[config.mk]
export PLATFORM = sky130hd
export DESIGN_NAME = toggle_bram_responder_flat
export DESIGN_NICKNAME = d
export VERILOG_FILES = /design/src/rtl/toggle_bram_responder_if.sv /design/src/rtl/toggle_bram_responder.sv /design/src/flat_wrapper.sv
export SDC_FILE = /design/constraint.sdc
export NUM_CORES = 1
export LEC_CHECK = 0
export CAP_MARGIN = 20
export CORE_MARGIN = 4
export CORE_UTILIZATION = 50
export CTS_CLUSTER_SIZE = 16
export DETAILED_ROUTE_END_ITERATION = 8
export MAX_ROUTING_LAYER = met4
export PLACE_DENSITY = 0.79
export SLEW_MARGIN = 0
export SYNTH_ARGS = -nofsm -noshare
export SYNTH_HDL_FRONTEND = slang
export SYNTH_SLANG_ARGS = --single-unit
[constraint.sdc]
create_clock -name clk -period 12.4 [get_ports clk]
set_input_delay 1.24 -clock clk [delete_from_list [all_inputs] [get_ports clk]]
set_output_delay 1.24 -clock clk [all_outputs]
set_load 0.1 [all_outputs]
[src/rtl/toggle_bram_responder_if.sv]
// Bundle of the toggle-handshake datapath port and the valid/ready host port.
// The master modport drives requests; the slave modport drives responses.
interface toggle_bram_responder_if #(
    parameter int DATA_W = 32,
    parameter int ADDR_W = 32
);
    logic              u_en;
    logic              wr_en;
    logic [ADDR_W-1:0] addr;
    logic [DATA_W-1:0] d_in;
    logic              en;
    logic [DATA_W-1:0] d_out;
    logic              h_valid;
    logic              h_ready;
    logic              h_we;
    logic [ADDR_W-1:0] h_addr;
    logic [DATA_W-1:0] h_wdata;
    logic              h_rvalid;
    logic              h_rready;
    logic [DATA_W-1:0] h_rdata;
    logic              err;

    modport master (
        output u_en, wr_en, addr, d_in, h_valid, h_we, h_addr, h_wdata, h_rready,
        input  en, d_out, h_ready, h_rvalid, h_rdata, err
    );

    modport slave (
        input  u_en, wr_en, addr, d_in, h_valid, h_we, h_addr, h_wdata, h_rready,
        output en, d_out, h_ready, h_rvalid, h_rdata, err
    );
endinterface

[src/rtl/toggle_bram_responder.sv]
// Single-port word memory serving a toggle-handshake datapath and a host load/dump port.
// state | meaning
// IDLE  | no access; datapath mismatch wins, otherwise host request accepted
// DP    | serve datapath request, en follows u_en
// HW    | host write of captured address/data
// HR    | host read into h_rdata
// HRSP  | hold h_rvalid until h_rready
module toggle_bram_responder #(
    parameter int DATA_W = 32,
    parameter int DEPTH  = 16,
    parameter int ADDR_W = 32
) (
    input logic                     clk,
    input logic                     reset,
    toggle_bram_responder_if.slave  bus
);
    localparam int IDX_W = (DEPTH > 1) ? $clog2(DEPTH) : 1;

    typedef enum logic [2:0] {
        S_IDLE,
        S_DP,
        S_HW,
        S_HR,
        S_HRSP
    } state_t;

    state_t            r_state;
    state_t            w_state_nxt;
    logic              r_en;
    logic [DATA_W-1:0] r_d_out;
    logic              r_h_rvalid;
    logic [DATA_W-1:0] r_h_rdata;
    logic              r_err;
    logic [ADDR_W-1:0] r_h_addr;
    logic [DATA_W-1:0] r_h_wdata;

    logic              w_accept;
    logic              w_access;
    logic              w_mem_we;
    logic [ADDR_W-1:0] w_acc_addr;
    logic [DATA_W-1:0] w_mem_wdata;
    logic              w_in_range;
    logic [IDX_W-1:0]  w_idx;
    logic [DATA_W-1:0] w_rd_word;

    (* ram_style = "block" *) logic [DATA_W-1:0] r_mem [DEPTH];

    // Host is held off whenever a datapath request is outstanding.
    assign bus.h_ready = (r_state == S_IDLE) && (bus.u_en == r_en);

    always_comb begin
        w_state_nxt = r_state;
        w_accept    = 1'b0;
        w_access    = 1'b0;
        w_mem_we    = 1'b0;
        w_acc_addr  = r_h_addr;
        w_mem_wdata = r_h_wdata;
        case (r_state)
            S_IDLE: begin
                if (bus.u_en != r_en) begin
                    w_state_nxt = S_DP;
                end else if (bus.h_valid) begin
                    w_accept    = 1'b1;
                    w_state_nxt = bus.h_we ? S_HW : S_HR;
                end
            end
            S_DP: begin
                w_access    = 1'b1;
                w_acc_addr  = bus.addr;
                w_mem_wdata = bus.d_in;
                w_mem_we    = bus.wr_en;
                w_state_nxt = S_IDLE;
            end
            S_HW: begin
                w_access    = 1'b1;
                w_mem_we    = 1'b1;
                w_state_nxt = S_IDLE;
            end
            S_HR: begin
                w_access    = 1'b1;
                w_state_nxt = S_HRSP;
            end
            S_HRSP: begin
                if (bus.h_rready) w_state_nxt = S_IDLE;
            end
            default: w_state_nxt = S_IDLE;
        endcase
    end

    // Full-width compare so large addresses never alias onto low words.
    assign w_in_range = (w_acc_addr < ADDR_W'(DEPTH));
    assign w_idx      = w_acc_addr[IDX_W-1:0];
    assign w_rd_word  = w_in_range ? r_mem[w_idx] : '0;

    always_ff @(posedge clk) begin
        if (w_mem_we && w_in_range) r_mem[w_idx] <= w_mem_wdata;
    end

    always_ff @(posedge clk or negedge reset) begin
        if (!reset) begin
            r_state    <= S_IDLE;
            r_en       <= 1'b0;
            r_d_out    <= '0;
            r_h_rvalid <= 1'b0;
            r_h_rdata  <= '0;
            r_err      <= 1'b0;
            r_h_addr   <= '0;
            r_h_wdata  <= '0;
        end else begin
            r_state <= w_state_nxt;
            if (w_accept) begin
                r_h_addr  <= bus.h_addr;
                r_h_wdata <= bus.h_wdata;
            end
            if (w_access && !w_in_range) r_err <= 1'b1;
            case (r_state)
                S_DP: begin
                    r_en <= bus.u_en;
                    if (!bus.wr_en) r_d_out <= w_rd_word;
                end
                S_HR: begin
                    r_h_rdata  <= w_rd_word;
                    r_h_rvalid <= 1'b1;
                end
                S_HRSP: begin
                    if (bus.h_rready) r_h_rvalid <= 1'b0;
                end
                default: ;
            endcase
        end
    end

    assign bus.en       = r_en;
    assign bus.d_out    = r_d_out;
    assign bus.h_rvalid = r_h_rvalid;
    assign bus.h_rdata  = r_h_rdata;
    assign bus.err      = r_err;
endmodule

[src/flat_wrapper.sv]
// flat-port wrapper written by rule: the top's interface ports become plain ports
module toggle_bram_responder_flat 
#(
    parameter int DATA_W = 32,
    parameter int DEPTH  = 16,
    parameter int ADDR_W = 32
)
  (clk, reset, bus_u_en, bus_wr_en, bus_addr, bus_d_in, bus_h_valid, bus_h_we, bus_h_addr, bus_h_wdata, bus_h_rready, bus_en, bus_d_out, bus_h_ready, bus_h_rvalid, bus_h_rdata, bus_err);
  toggle_bram_responder_if #(.DATA_W(DATA_W), .ADDR_W(ADDR_W)) bus_i ();
  input logic clk;
  input logic reset;
  input wire logic [$bits(bus_i.u_en)-1:0] bus_u_en;
  input wire logic [$bits(bus_i.wr_en)-1:0] bus_wr_en;
  input wire logic [$bits(bus_i.addr)-1:0] bus_addr;
  input wire logic [$bits(bus_i.d_in)-1:0] bus_d_in;
  input wire logic [$bits(bus_i.h_valid)-1:0] bus_h_valid;
  input wire logic [$bits(bus_i.h_we)-1:0] bus_h_we;
  input wire logic [$bits(bus_i.h_addr)-1:0] bus_h_addr;
  input wire logic [$bits(bus_i.h_wdata)-1:0] bus_h_wdata;
  input wire logic [$bits(bus_i.h_rready)-1:0] bus_h_rready;
  output wire logic [$bits(bus_i.en)-1:0] bus_en;
  output wire logic [$bits(bus_i.d_out)-1:0] bus_d_out;
  output wire logic [$bits(bus_i.h_ready)-1:0] bus_h_ready;
  output wire logic [$bits(bus_i.h_rvalid)-1:0] bus_h_rvalid;
  output wire logic [$bits(bus_i.h_rdata)-1:0] bus_h_rdata;
  output wire logic [$bits(bus_i.err)-1:0] bus_err;
  assign bus_i.u_en = bus_u_en;
  assign bus_i.wr_en = bus_wr_en;
  assign bus_i.addr = bus_addr;
  assign bus_i.d_in = bus_d_in;
  assign bus_i.h_valid = bus_h_valid;
  assign bus_i.h_we = bus_h_we;
  assign bus_i.h_addr = bus_h_addr;
  assign bus_i.h_wdata = bus_h_wdata;
  assign bus_i.h_rready = bus_h_rready;
  assign bus_en = bus_i.en;
  assign bus_d_out = bus_i.d_out;
  assign bus_h_ready = bus_i.h_ready;
  assign bus_h_rvalid = bus_i.h_rvalid;
  assign bus_h_rdata = bus_i.h_rdata;
  assign bus_err = bus_i.err;
  toggle_bram_responder #(.DATA_W(DATA_W), .DEPTH(DEPTH), .ADDR_W(ADDR_W)) u_core (.clk(clk), .reset(reset), .bus(bus_i));
endmodule
* Word-level counts from Yosys, hierarchy flattened
Memory sizes are Yosys's and may differ from the RTL's.
Index checks and enable logic that the tools add are counted.
** Storage, ports and cells
- Word-level logic and storage cells :: 46
- Register bits after elaboration :: 134
- Memory bits (writable) :: 512
- Output and inout port bits :: 68
- Memories :: 1
** Memories
- u_core.r_mem :: depth 16, width 32, read ports 1, clocked after Yosys merged registers in 0, write ports 1, RTL line toggle_bram_responder.sv:46 : (* ram_style = "block" *) logic [DATA_W-1:0] r_mem [DEPTH];
** Operators by class
- Equal/unequal tests :: 8
- Bitwise logic cells :: 1
- Reductions and logical operators :: 10
- $lt $le $gt $ge :: 1
- Multiplexer cells :: 17
** Operator list (count)
- two-way mux 32 bit :: 3
- < comparator 32 x 5 -> 1 bit (second input constant) :: 1
- two-way mux 3 bit :: 3
- case mux 3 bit (3 select lines) :: 1
- two-way mux 1 bit :: 8
- equality test 3 x 2 -> 1 bit (second input constant) :: 2
- AND reduction 2 bit :: 3
- case mux 1 bit (2 select lines) :: 2
- equality test 3 x 1 -> 1 bit (second input constant) :: 1
- equality test 3 bit (second input constant) :: 1
- logical AND 1 bit :: 3
- zero test 3 bit :: 1
- != test 3 bit (second input constant) :: 1
- OR reduction 3 bit :: 1
- != test 2 bit (second input constant) :: 1
- nonzero test 2 bit :: 1
- equality test 1 bit :: 1
- zero test 1 bit :: 1
- != test 1 bit :: 1
- inverter 1 bit :: 1

* Depth between registers and ports, before layout
- Depth after elaboration :: 6
- Depth in mapped cells :: 12
- Gate-level depth less buffers :: 6

* Worst setup path after synthesis
No wires, ideal clock.
- Path type :: input to register
- Start :: input bus_u_en
- End :: register u_core.r_h_addr[14]
- Library setup time :: 65 ps
- Path slack :: 6376 ps
- Arrival time :: 5959 ps
- Required time :: 12335 ps
- Buffers on the path :: 2
- Stages :: 8
- Cells stage by stage :: xor2_1 -> nor4_1 -> nand2_1 -> inv_1 -> clkbuf_1 -> buf_1 -> nand2_1 -> nand2_1
** Between the ends
- Longest elaborated chain between the ends :: 3
** Ends and longest elaborated chain
- start: declaration :: RTL line flat_wrapper.sv:12 : input wire logic [$bits(bus_i.u_en)-1:0] bus_u_en;
- != test 1 bit :: RTL line toggle_bram_responder.sv:60 : if (bus.u_en != r_en) begin
- two-way mux 1 bit :: RTL line toggle_bram_responder.sv:60
- two-way mux 1 bit :: RTL line toggle_bram_responder.sv:58 : case (r_state)
- end signal: assignment :: RTL line toggle_bram_responder.sv:112 : r_h_addr <= bus.h_addr;
- end: declaration :: RTL line toggle_bram_responder.sv:34 : logic [ADDR_W-1:0] r_h_addr;
No other way between the ends.
A chain may end at the register's enable or synchronous reset.

* Worst setup path after layout
- Start :: register u_core.r_state[0]
- End :: register u_core.r_d_out[5], in the netlist u_core.bus.d_out[5]
** Between the ends
- Longest elaborated chain between the ends :: 4
- Elaborated cells on any way between the ends :: 6
- Those cells by class :: 1 x order compare; 1 x eq/ne; 2 x mux; 1 x reduce/logical; 1 x memory
** Ends and longest elaborated chain
- start: declaration :: RTL line toggle_bram_responder.sv:27 : state_t r_state;
- start signal: assignment :: RTL line toggle_bram_responder.sv:110 : r_state <= w_state_nxt;
- equality test 3 x 1 -> 1 bit (*) :: RTL line toggle_bram_responder.sv:58, toggle_bram_responder.sv:116
- two-way mux 32 bit :: RTL line toggle_bram_responder.sv:58
- < comparator 32 x 5 -> 1 bit / memory read (16 x 32 bit) (equally long branches)
- two-way mux 32 bit :: RTL line toggle_bram_responder.sv:93 : assign w_rd_word = w_in_range ? r_mem[w_idx] : '0;
- end signal: assignment :: RTL line toggle_bram_responder.sv:119 : if (!bus.wr_en) r_d_out <= w_rd_word;
- end: declaration :: RTL line toggle_bram_responder.sv:30 : logic [DATA_W-1:0] r_d_out;
Mark *: on every way between the ends. The rest lies on a longest branch, timed or not.

==> key figures <==
Global route
  • Largest net degree at the start of global routing: 90
  • First-pass GRT wire length: 112 mm
  • Total global routing overflow: 0
  • GRT Total Usage: 0.253
  • Number of global-route vias before repair: ~19k
  • Initial antenna violation count: 2

Run
  • Max-cap violations: 0

Yosys
  • Async SR Flop Fraction: 0.207
  • Post-synth EDFFs: 512
  • Register area share after synthesis: 0.685
  • Post-Syn Area per Cell: between 10 and 15 sq um
  • Netlist Area Pre-Place: approximately 27000 sq um
  • Post-Synthesis Net Count: roughly 2.2k
  • Most used DFF post-synth: edfxtp_1
  • Netlist cell types: 54
  • Synth Instances: 2058
  • Synth Warn #: 0
  • Synth Register Bits: between 600 and 700

CTS
  • CTS H-tree depth: 2
  • Setup Buffers After CTS: 0
  • CTS Hold Buffers Added: 0
  • Max Root-Sink Buffers: 3
  • CTS Root Cell: clkbuf_16
  • Clock Latency Late Sink: about 640 ps
  • Clock transition at the registers of the reported paths: around 60 ps
  • Clock Sink Count: about 650
  • CTS Buf Count: between 60 and 70
  • TritonCTS clock tree: done
  • Number of gates resized after CTS: 0

Placed design
  • Port buffer count: just over 200
  • GPL Wtd Cong: approximately 0.9
  • Hpwl dp: roughly 46 mm

Status
  • Status: finished clean

STA
  • Slew Limit Headroom: 0.264
  • Slew @ Worst Pin: 1100 ps
  • Finish-stage setup viols: 0
  • Final count of hold timing violations: 0
  • Final Max Slew Viols: 0
  • Fin crit share: 0.384
  • TNS Setup: 0 ps
  • Maximum clock rate: ~0.21 GHz
  • Fin crit period: roughly 4800 ps
  • Final Skew: approximately 21 ps
  • RSZ-0062 raised after global routing: false

Final layout
  • Area of the multi-input gates: 7910 sq um
  • Fin util: 0.595
  • Most frequent cells in the layout: edfxtp_1, nand2_1, clkdlybuf4s50_1
  • Filler instances: roughly 4.0k
  • Final #Nets: roughly 2.3k
  • FF/Latch Area: between 15000 and 20000 sq um
  • Layout area overhead: 17.6%
  • Fraction of layout cells with a size suffix above 1: 0.0904
  • Commonest non-fill, non-tap cell in the layout: edfxtp_1

Power and ir drop
  • Part of the power in registers: 0.390
  • Internal cell power: between 4000 and 5000 uW
  • PD cells: about 240 nW/um^2
  • Logic gate share of total power: 0.357
  • Switching Share: 0.389
  • Net switching power: around 3000 uW
  • Clk pwr share: 0.253
  • Final total power: around 7700 uW
  • Worst VDD drop: between 200 and 250 uV
  • Leak Pwr: around 0.012 uW

Die
  • Die Y: 242 microns
  • Top Ports: between 200 and 250
  • Die W: roughly 240 microns
  • Rows: between 80 and 90
  • Core outline area: 54000 sq um
  • Die area: roughly 60000 sq um
  • Initial Utilization: 0.506

Detailed routing
  • DRC errors left: 0
  • Pre-antenna DRT Iters: 6
  • DR vias: between 15k and 20k
  • WL met3: 9.61 mm
  • Routed len/inst: 25.1 microns
  • Drt first-iter violations: about 2.5k
  • Detail Route Antenna Nets: 0
  • Uppermost layer routed: met4
  • M1 WL: about 29 mm
  • Via-to-Cell Ratio: 6.31
  • Met2 Wirelength: between 30 and 40 mm
  • Detailed Route WL: around 74 mm

Worst setup path
  • Startpoint type of the worst setup path: flop
  • Worst Path Arrival: roughly 5300 ps
  • CP Class: flop to flop
  • Crit-path max FO: a little over 60
  • CP Data Required Time: around 13000 ps
  • Worst setup EP type: flop

Hold path
  • Hold WC Path Type: flop to flop
[worst paths after layout]
check / startpoint / to / slack, ps / depth (start not counted)
max: u_core.r_state[0]$_DFFE_PN0P_ / u_core.bus.d_out[5]$_DFFE_PN0P_ / 7640 / 8
min reg2reg: u_core.r_h_wdata[7]$_DFFE_PN0P_ / u_core.r_h_wdata[7]$_DFFE_PN0P_ / 480 / 2
max in group asynchronous: reset / u_core.bus.h_rdata[28]$_DFFE_PN0P_ / 10440 / 2
min: u_core.r_h_wdata[7]$_DFFE_PN0P_ / u_core.r_h_wdata[7]$_DFFE_PN0P_ / 480 / 2
min in group asynchronous: reset / u_core.r_h_wdata[19]$_DFFE_PN0P_ / 610 / 1
max reg2reg: u_core.r_state[0]$_DFFE_PN0P_ / u_core.bus.d_out[5]$_DFFE_PN0P_ / 7640 / 8
[routing by layer]
layer | track usage | up-vias
li1 | - | 8049
met1 | 0.353 | 9177
met2 | 0.369 | 1244
met3 | 0.0692 | 164
met4 | 0.0727 | 0
met5 | - | -
[metrics by stage]
| step | area [sq um] | cells | hold slack [ps] | setup slack (ps) |
|---|---|---|---|---|
| floorplan | 27400 | 2058 | 446 | 6380 |
| global placement | 29900 | 2829 | 458 | 7160 |
| detailed placement | 30000 | 2834 | 462 | 7080 |
| CTS | 32100 | 2949 | 478 | 7450 |
| global route | 32200 | 2955 | 496 | 7480 |
| finish | 32200 | 2955 | 478 | 7640 |
[cells in the mapped netlist, types with 19 or more instances]
cell | n | area (sq um)
buf_2 | 30 | 150
nand4_1 | 24 | 150
a211oi_1 | 78 | 586
nor2b_1 | 22 | 138
inv_1 | 41 | 154
clkbuf_1 | 96 | 360
mux2i_1 | 164 | 1640
nor3_1 | 40 | 200
edfxtp_1 | 512 | 15400
a2111oi_0 | 19 | 166
a32oi_1 | 21 | 184
o21ai_0 | 95 | 475
a31oi_1 | 19 | 119
o22a_1 | 19 | 166
mux2_2 | 40 | 450
nand2_1 | 464 | 1740
dfrtp_1 | 134 | 3350
o21ai_1 | 26 | 130
[power groups by stage]
stage / Clock [uW] / Combinational (uW) / Sequential (uW)
6_report: 1950 / 2750 / 3010
3_3_place_gp: 0 / 2600 / 3030
5_1_grt: 2060 / 2900 / 3020
2_1_floorplan: 0 / 1490 / 3360
3_5_place_dp: 0 / 2680 / 3050
4_1_cts: 1970 / 2690 / 3000
[cell type report]
cell class	instances	area share
tap	696	0.0271
sequential	646	0.582
timing repair buffer	236	0.0750
clock inverter	32	0.0130
multi-input combinational	1219	0.246
antenna	2	0.000156
clock buffer	83	0.0520
inverter	41	0.00478
[critical path, cell delays in order, from the launching register on]
cell and delay (ps):
dfrtp_1 610, nor3b_4 360, buf_4 420, buf_4 770, mux2i_1 890, o22ai_1 490
a221o_1 390, or4b_1 580, o21ai_1 170
[state kept, by name, indices dropped and copies added (netlist names)]
signal	flops
u_core.bus.d_out	32
u_core.bus.en	1
u_core.bus.err	1
u_core.bus.h_rdata	32
u_core.bus.h_rvalid	1
u_core.r_h_addr	32
u_core.r_h_wdata	32
u_core.r_mem	512
u_core.r_state	3
[cell families (layout without fill, tap and decap cells)]
kind of cell	count (synthesis)	count (layout)	share of synthesized area
other	0	2	0
buffers and inverters	193	392	0.0307
AO/OA/AOI/OAI	374	374	0.0949
XOR/XNOR	1	1	0.000320
flip-flops	646	646	0.685
AND/OR/NAND/NOR	625	625	0.101
multiplexers	219	219	0.0885
Note: power is estimated with default switching activity, not from simulation.
